## config.mk

```make
export PLATFORM = sky130hd
export DESIGN_NAME = vga_sync_gen
export DESIGN_NICKNAME = d
export VERILOG_FILES = /design/src/rtl/vga_timing_pkg.sv /design/src/rtl/vga_sync_gen_pix_en_div.sv /design/src/rtl/vga_sync_gen.sv
export SDC_FILE = /design/constraint.sdc
export NUM_CORES = 1
export LEC_CHECK = 0
export CAP_MARGIN = 0
export CORE_MARGIN = 2
export CORE_UTILIZATION = 40
export DETAILED_ROUTE_END_ITERATION = 7
export PLACE_DENSITY_LB_ADDON = 0.15
export SLEW_MARGIN = 0
export SYNTH_ARGS = -nofsm -noshare
export SYNTH_HDL_FRONTEND = slang
export SYNTH_SLANG_ARGS = --single-unit
```

## constraint.sdc

```tcl
create_clock -name Clk -period 4.9 [get_ports Clk]
set_clock_uncertainty 0.15 [all_clocks]
set_input_delay 0.98 -clock Clk [delete_from_list [all_inputs] [get_ports Clk]]
set_output_delay 0.98 -clock Clk [all_outputs]
set_load 0.02 [all_outputs]
```

## src/rtl/vga_timing_pkg.sv

```systemverilog
// Shared 640x480 raster timing constants. Renderers import this instead of
// hard-coding the active-window offsets.
package vga_timing_pkg;

  localparam int CNT_W   = 10;
  localparam int PIX_Y_W = 9;
  localparam int FCNT_W  = 8;

  localparam int DEF_CLK_DIV     = 4;
  localparam int DEF_TICK_FRAMES = 6;

  localparam int DEF_H_SYNC = 96;
  localparam int DEF_H_BP   = 48;
  localparam int DEF_H_DISP = 640;
  localparam int DEF_H_FP   = 16;

  localparam int DEF_V_SYNC = 2;
  localparam int DEF_V_BP   = 33;
  localparam int DEF_V_DISP = 480;
  localparam int DEF_V_FP   = 10;

  localparam int H_TOTAL = DEF_H_SYNC + DEF_H_BP + DEF_H_DISP + DEF_H_FP;
  localparam int V_TOTAL = DEF_V_SYNC + DEF_V_BP + DEF_V_DISP + DEF_V_FP;

  localparam int H_ACT_START = DEF_H_SYNC + DEF_H_BP;
  localparam int H_ACT_END   = H_ACT_START + DEF_H_DISP - 1;
  localparam int V_ACT_START = DEF_V_SYNC + DEF_V_BP;
  localparam int V_ACT_END   = V_ACT_START + DEF_V_DISP - 1;

  typedef logic [CNT_W-1:0] cnt_t;

  function automatic logic in_window(input cnt_t val, input cnt_t lo, input cnt_t hi);
    return (val >= lo) && (val <= hi);
  endfunction

endpackage

```

## src/rtl/vga_sync_gen_pix_en_div.sv

```systemverilog
// Pixel-rate strobe: div_cnt wraps every CLK_DIV clocks and pix_en is a
// registered one-clock pulse while div_cnt sits at its terminal value.
module pix_en_div #(
  parameter int CLK_DIV = 4
) (
  input  logic clk,
  input  logic reset,
  output logic pix_en
);

  localparam int DW = (CLK_DIV > 1) ? $clog2(CLK_DIV) : 1;
  localparam logic [DW-1:0] DIV_LAST = DW'(CLK_DIV - 1);

  logic [DW-1:0] div_cnt_q, div_cnt_d;
  logic          pix_en_q, pix_en_d;

  always_comb begin
    div_cnt_d = (div_cnt_q == DIV_LAST) ? '0 : div_cnt_q + DW'(1);
    // Decoded from the next count so pix_en lines up with div_cnt == CLK_DIV-1.
    pix_en_d  = (div_cnt_d == DIV_LAST);
  end

  always_ff @(posedge clk) begin
    if (reset) begin
      div_cnt_q <= '0;
      pix_en_q  <= 1'b0;
    end else begin
      div_cnt_q <= div_cnt_d;
      pix_en_q  <= pix_en_d;
    end
  end

  assign pix_en = pix_en_q;

endmodule

```

## src/rtl/vga_sync_gen.sv

```systemverilog
// Raster counters, sync/blank/coordinate decode and the frame/move strobes
// that pace the game logic.
import vga_timing_pkg::*;

module vga_sync_gen #(
  parameter int CLK_DIV     = DEF_CLK_DIV,
  parameter int H_SYNC      = DEF_H_SYNC,
  parameter int H_BP        = DEF_H_BP,
  parameter int H_DISP      = DEF_H_DISP,
  parameter int H_FP        = DEF_H_FP,
  parameter int V_SYNC      = DEF_V_SYNC,
  parameter int V_BP        = DEF_V_BP,
  parameter int V_DISP      = DEF_V_DISP,
  parameter int V_FP        = DEF_V_FP,
  parameter int TICK_FRAMES = DEF_TICK_FRAMES
) (
  input  logic               Clk,
  input  logic               Reset,
  output logic               pix_en,
  output logic [CNT_W-1:0]   hCount,
  output logic [CNT_W-1:0]   vCount,
  output logic               hSync,
  output logic               vSync,
  output logic               Bright,
  output logic [CNT_W-1:0]   pixel_x,
  output logic [PIX_Y_W-1:0] pixel_y,
  output logic               frame_tick,
  output logic               move_tick
);

  localparam int H_TOT    = H_SYNC + H_BP + H_DISP + H_FP;
  localparam int V_TOT    = V_SYNC + V_BP + V_DISP + V_FP;
  localparam int H_LO     = H_SYNC + H_BP;
  localparam int H_HI     = H_LO + H_DISP - 1;
  localparam int V_LO     = V_SYNC + V_BP;
  localparam int V_HI     = V_LO + V_DISP - 1;
  localparam int V_FP_ROW = V_LO + V_DISP;

  logic pix_en_w;

  pix_en_div #(.CLK_DIV(CLK_DIV)) u_pix_en_div (
    .clk    (Clk),
    .reset  (Reset),
    .pix_en (pix_en_w)
  );

  cnt_t                hcount_q, hcount_d;
  cnt_t                vcount_q, vcount_d;
  logic                hsync_q, hsync_d;
  logic                vsync_q, vsync_d;
  logic                bright_q, bright_d;
  cnt_t                pixel_x_q, pixel_x_d;
  logic [PIX_Y_W-1:0]  pixel_y_q, pixel_y_d;
  logic                frame_tick_q, frame_tick_d;
  logic                move_tick_q, move_tick_d;
  logic [FCNT_W-1:0]   fcnt_q, fcnt_d;
  cnt_t                y_off;

  always_comb begin
    hcount_d = hcount_q;
    vcount_d = vcount_q;
    if (pix_en_w) begin
      if (hcount_q == CNT_W'(H_TOT - 1)) begin
        hcount_d = '0;
        vcount_d = (vcount_q == CNT_W'(V_TOT - 1)) ? '0 : vcount_q + CNT_W'(1);
      end else begin
        hcount_d = hcount_q + CNT_W'(1);
      end
    end
  end

  // Flags and coordinates come from the next counter values so they are
  // registered alongside the counters with no skew.
  always_comb begin
    hsync_d   = (hcount_d >= CNT_W'(H_SYNC));
    vsync_d   = (vcount_d >= CNT_W'(V_SYNC));
    bright_d  = in_window(hcount_d, CNT_W'(H_LO), CNT_W'(H_HI)) &&
                in_window(vcount_d, CNT_W'(V_LO), CNT_W'(V_HI));
    y_off     = vcount_d - CNT_W'(V_LO);
    pixel_x_d = bright_d ? (hcount_d - CNT_W'(H_LO)) : '0;
    pixel_y_d = bright_d ? y_off[PIX_Y_W-1:0] : '0;
  end

  // Gated by pix_en so the tick fires once on the loading edge, not for the
  // whole CLK_DIV hold of that pixel.
  always_comb begin
    frame_tick_d = pix_en_w && (hcount_d == '0) && (vcount_d == CNT_W'(V_FP_ROW));
    fcnt_d       = fcnt_q;
    move_tick_d  = 1'b0;
    if (frame_tick_d) begin
      if (fcnt_q == FCNT_W'(TICK_FRAMES - 1)) begin
        fcnt_d      = '0;
        move_tick_d = 1'b1;
      end else begin
        fcnt_d = fcnt_q + FCNT_W'(1);
      end
    end
  end

  always_ff @(posedge Clk) begin
    if (Reset) begin
      hcount_q     <= '0;
      vcount_q     <= '0;
      hsync_q      <= 1'b0;
      vsync_q      <= 1'b0;
      bright_q     <= 1'b0;
      pixel_x_q    <= '0;
      pixel_y_q    <= '0;
      frame_tick_q <= 1'b0;
      move_tick_q  <= 1'b0;
      fcnt_q       <= '0;
    end else begin
      hcount_q     <= hcount_d;
      vcount_q     <= vcount_d;
      hsync_q      <= hsync_d;
      vsync_q      <= vsync_d;
      bright_q     <= bright_d;
      pixel_x_q    <= pixel_x_d;
      pixel_y_q    <= pixel_y_d;
      frame_tick_q <= frame_tick_d;
      move_tick_q  <= move_tick_d;
      fcnt_q       <= fcnt_d;
    end
  end

  assign pix_en     = pix_en_w;
  assign hCount     = hcount_q;
  assign vCount     = vcount_q;
  assign hSync      = hsync_q;
  assign vSync      = vsync_q;
  assign Bright     = bright_q;
  assign pixel_x    = pixel_x_q;
  assign pixel_y    = pixel_y_q;
  assign frame_tick = frame_tick_q;
  assign move_tick  = move_tick_q;

endmodule

```

==> qor.yml <==
final_layout:
  stdcell_count: 469
  syn2layout_area_growth_pct: 19.6
  layout-drive-gt1-share_pct: 4.56
  antenna_cells: 0
  post-route-cell-area_um2: 3420
  nets: 388
  sequential_cell_area_um2: 1100
  multi_input_area_um2: 1590
  num-fill-cells: 665
logic_synthesis:
  share_of_the_synthesized_area_in_the_top_cell_type_pct: 38.4
  syn-cell-area_um2: 2860
  yosys_most_used_dff: "dfxtp_1"
  synthDominantAreaCellType: "dfxtp_1"
  postSynthCellCount: 336
  ys_ff_latch: 55
  synth_commonest_cells: "dfxtp_1, nor2_1, nand2_1"
  synth_area_per_cell_um2: 8.52
  synth_seq_area_share_pct: 38.4
  synth.top_cells.by_area: "dfxtp_1, nor2_1, ha_1"
  synth_fp_nets: 350
  synth_warnings: 0
  synth.most_common_cell: "dfxtp_1"
  synth-edff-count: 0
  synth-async-reset-ratio_pct: 0
  synthDistinctLibCells: 60
clock_network:
  cts_repair_resize_count: 0
  cts_num_sinks: 55
  max-clock-path-buffers: 2
  clk_transition_reported_paths_ns: 0.09
  htree_num_levels: 2
  root_buffer: "clkbuf_8"
  buffers_inserted_during_post_cts_setup_optimization: 0
  cts_tree: "yes"
  insertion_delay_ns: 0.30
  hold_fix_buffers_at_cts: 0
  cts_made_buffers: 5
pwr:
  power_leakage_nw: 1.20
  ir_worst_vdd_uv: 109
  powerDensity_nw_per_um2: 205
sta:
  setup_viol: 0
  max_slew.worst_pin.slew_ns: 0.585
  final.hold.worst_slack_ns: 0.311
  slew_viol_final: 0
  timing.setup.tns_ns: 0
  period_minus_slack_ns: 4.31
  finalCritPeriodShare_pct: 88.0
  rsz0062_at_grt: "no"
  timing.fmax_mhz: 232
  postLayoutSetupSlackWorst_ns: 0.589
  timing.max_slew.rel_slack_pct: 60.7
  hold_violation_total_from_the_final_report: 0
run:
  drv_cap: 0
route:
  route.met3.wl_um: 386
  drt_iter0_drc: 178
  drt_wl_total_um: 6740
  route.met2.wl_um: 3140
  remaining_drc_errors: 0
  route.top_layer_used: "met4"
  drt.antenna.violating_nets: 0
  dr_total_vias: 2549
  met1_length_um: 3150
  first_pass_iters: 4
  post_drt_wl_per_cell_um: 14.4
  routed_via_density: 5.43
place:
  dp_cells: 463
  placement.setup.worst_slack_ns: 0.643
  io_buffer_count: 46
  dpl_cell_area_um2: 3350
  finalWeightedCongestion: 0.908
  hpwlAfterDp_um: 4890
setup_path:
  setup.worst_path.start_class: "register"
  worst_path_max_delay_cell: "o21ai_0"
  setup.reg_to_reg.worst_slack_ns: 0.59
  cp_slowest_stage_delay_ns: 0.57
  cp_cell_sequence: "ha_1 -> and3b_1 -> nand4_1 -> o21ai_0 -> ha_1 -> nand4_1 -> or4b_1 -> or2_1 -> or4_1 -> a21oi_1"
  cp_delay_by_family_top: "simple AND/OR/NAND/NOR gates"
  critPathBufInv: 0
  timing.critical_path.arrival_ns: 4.40
  worst_setup_path_end_kind: "register"
  crit_type: "register to register"
  critPathRequiredTime_ns: 4.99
  critPathMaxFanout: 16
global_route:
  grt_first_pass_wirelength_um: 11400
  gr-total-overflow: 0
  via_count_of_the_first_global_routing_pass: 2372
  grt_util_all_layers_pct: 18.4
  antenna_found_initial: 0
  grt_start_max_net_pins: 39
worst_hold_path:
  hp-class: "register to register"
die:
  core_area_um2: 6870
  die_w_um: 88.6
  die-area_um2: 7850
  starting_density_of_the_core_pct: 41.7
  height_of_the_die_um: 88.6
  num_io_pins: 47
  rows: 30
status:
  outcome: "finished, final reports clean"
worst paths after layout:
path                                                 from                   endpoint  cells after the start
worst max register to register                  hCount[0]                  fcnt_q[3]                     10
worst min register to register  u_pix_en_div.div_cnt_q[0]  u_pix_en_div.div_cnt_q[0]                      1
worst max-delay path                            hCount[0]                  fcnt_q[3]                     10
worst min-delay path            u_pix_en_div.div_cnt_q[0]  u_pix_en_div.div_cnt_q[0]                      1
final cells by class:
type                            instances  share of cell area (%)
Inverter                               14                    1.53
Sequential cell                        55                    32.2
Tap cell                               96                    3.51
Multi-Input combinational cell        248                    46.4
Clock buffer                            6                    2.12
Timing Repair Buffer                   50                    14.3
sequential cells by signal, indices dropped and copies added (netlist names):
| name | count |
|---|---|
| frame_tick | 1 |
| hCount | 10 |
| fcnt_q | 8 |
| pixel_y | 9 |
| u_pix_en_div.div_cnt_q | 2 |
| move_tick | 1 |
| pixel_x | 10 |
| hSync | 1 |
| Bright | 1 |
| vSync | 1 |
| vCount | 10 |
| u_pix_en_div.pix_en | 1 |
per-stage QoR:
| step | power, mW | util (%) |
|---|---|---|
| global placement | 0.486 | 48.8 |
| detailed placement | 0.486 | 48.8 |
| finish | 0.703 | 49.9 |
| floorplan | 0.480 | - |
| global route | 0.728 | 49.9 |
| CTS | 0.712 | 49.9 |
report_power, final:
part,switching (mW),internal [mW]
clock,0.132,0.0957
sequential,0.00484,0.450
combinational,0.0118,0.00877
total,0.148,0.554
worst reg2reg max path, cell delays in order (launching register included):
cell and delay [ns]:
dfxtp_1 0.44, ha_1 0.31, and3b_1 0.21, nand4_1 0.47
o21ai_0 0.57, ha_1 0.32, nand4_1 0.11, or4b_1 0.54
or2_1 0.43, or4_1 0.56, a21oi_1 0.15
metal layers:
layer	vias to the layer above	track usage [%]
li1	1261	-
met1	1205	24.8
met2	77	29.5
met3	6	3.64
met4	0	6.47
met5	-	0
cells by family after synthesis:
family,count (synthesis),synth area share (%)
adders and majority gates,12,5.24
xor gates and xnor gates,19,5.81
buffers and inverters,33,6.12
DFF,55,38.4
AOI/OAI and AO/OA,59,13.6
and+or+nand+nor,153,29.0
muxes,5,1.83
placed cells by master, fill, tap and decap left out, types with 10 or more instances in the layout:
| master | Yosys | layout |
|---|---|---|
| o21ai_0 | 10 | 10 |
| nand3_1 | 10 | 10 |
| ha_1 | 12 | 12 |
| xnor2_1 | 13 | 13 |
| nor3_1 | 11 | 11 |
| nand2_1 | 18 | 18 |
| nor2_1 | 51 | 51 |
| clkdlybuf4s50_1 | 0 | 46 |
| inv_1 | 14 | 14 |
| nand4_1 | 11 | 11 |
| dfxtp_1 | 55 | 55 |
| a21oi_1 | 17 | 17 |
No activity file was read; power rests on OpenSTA's default activity.
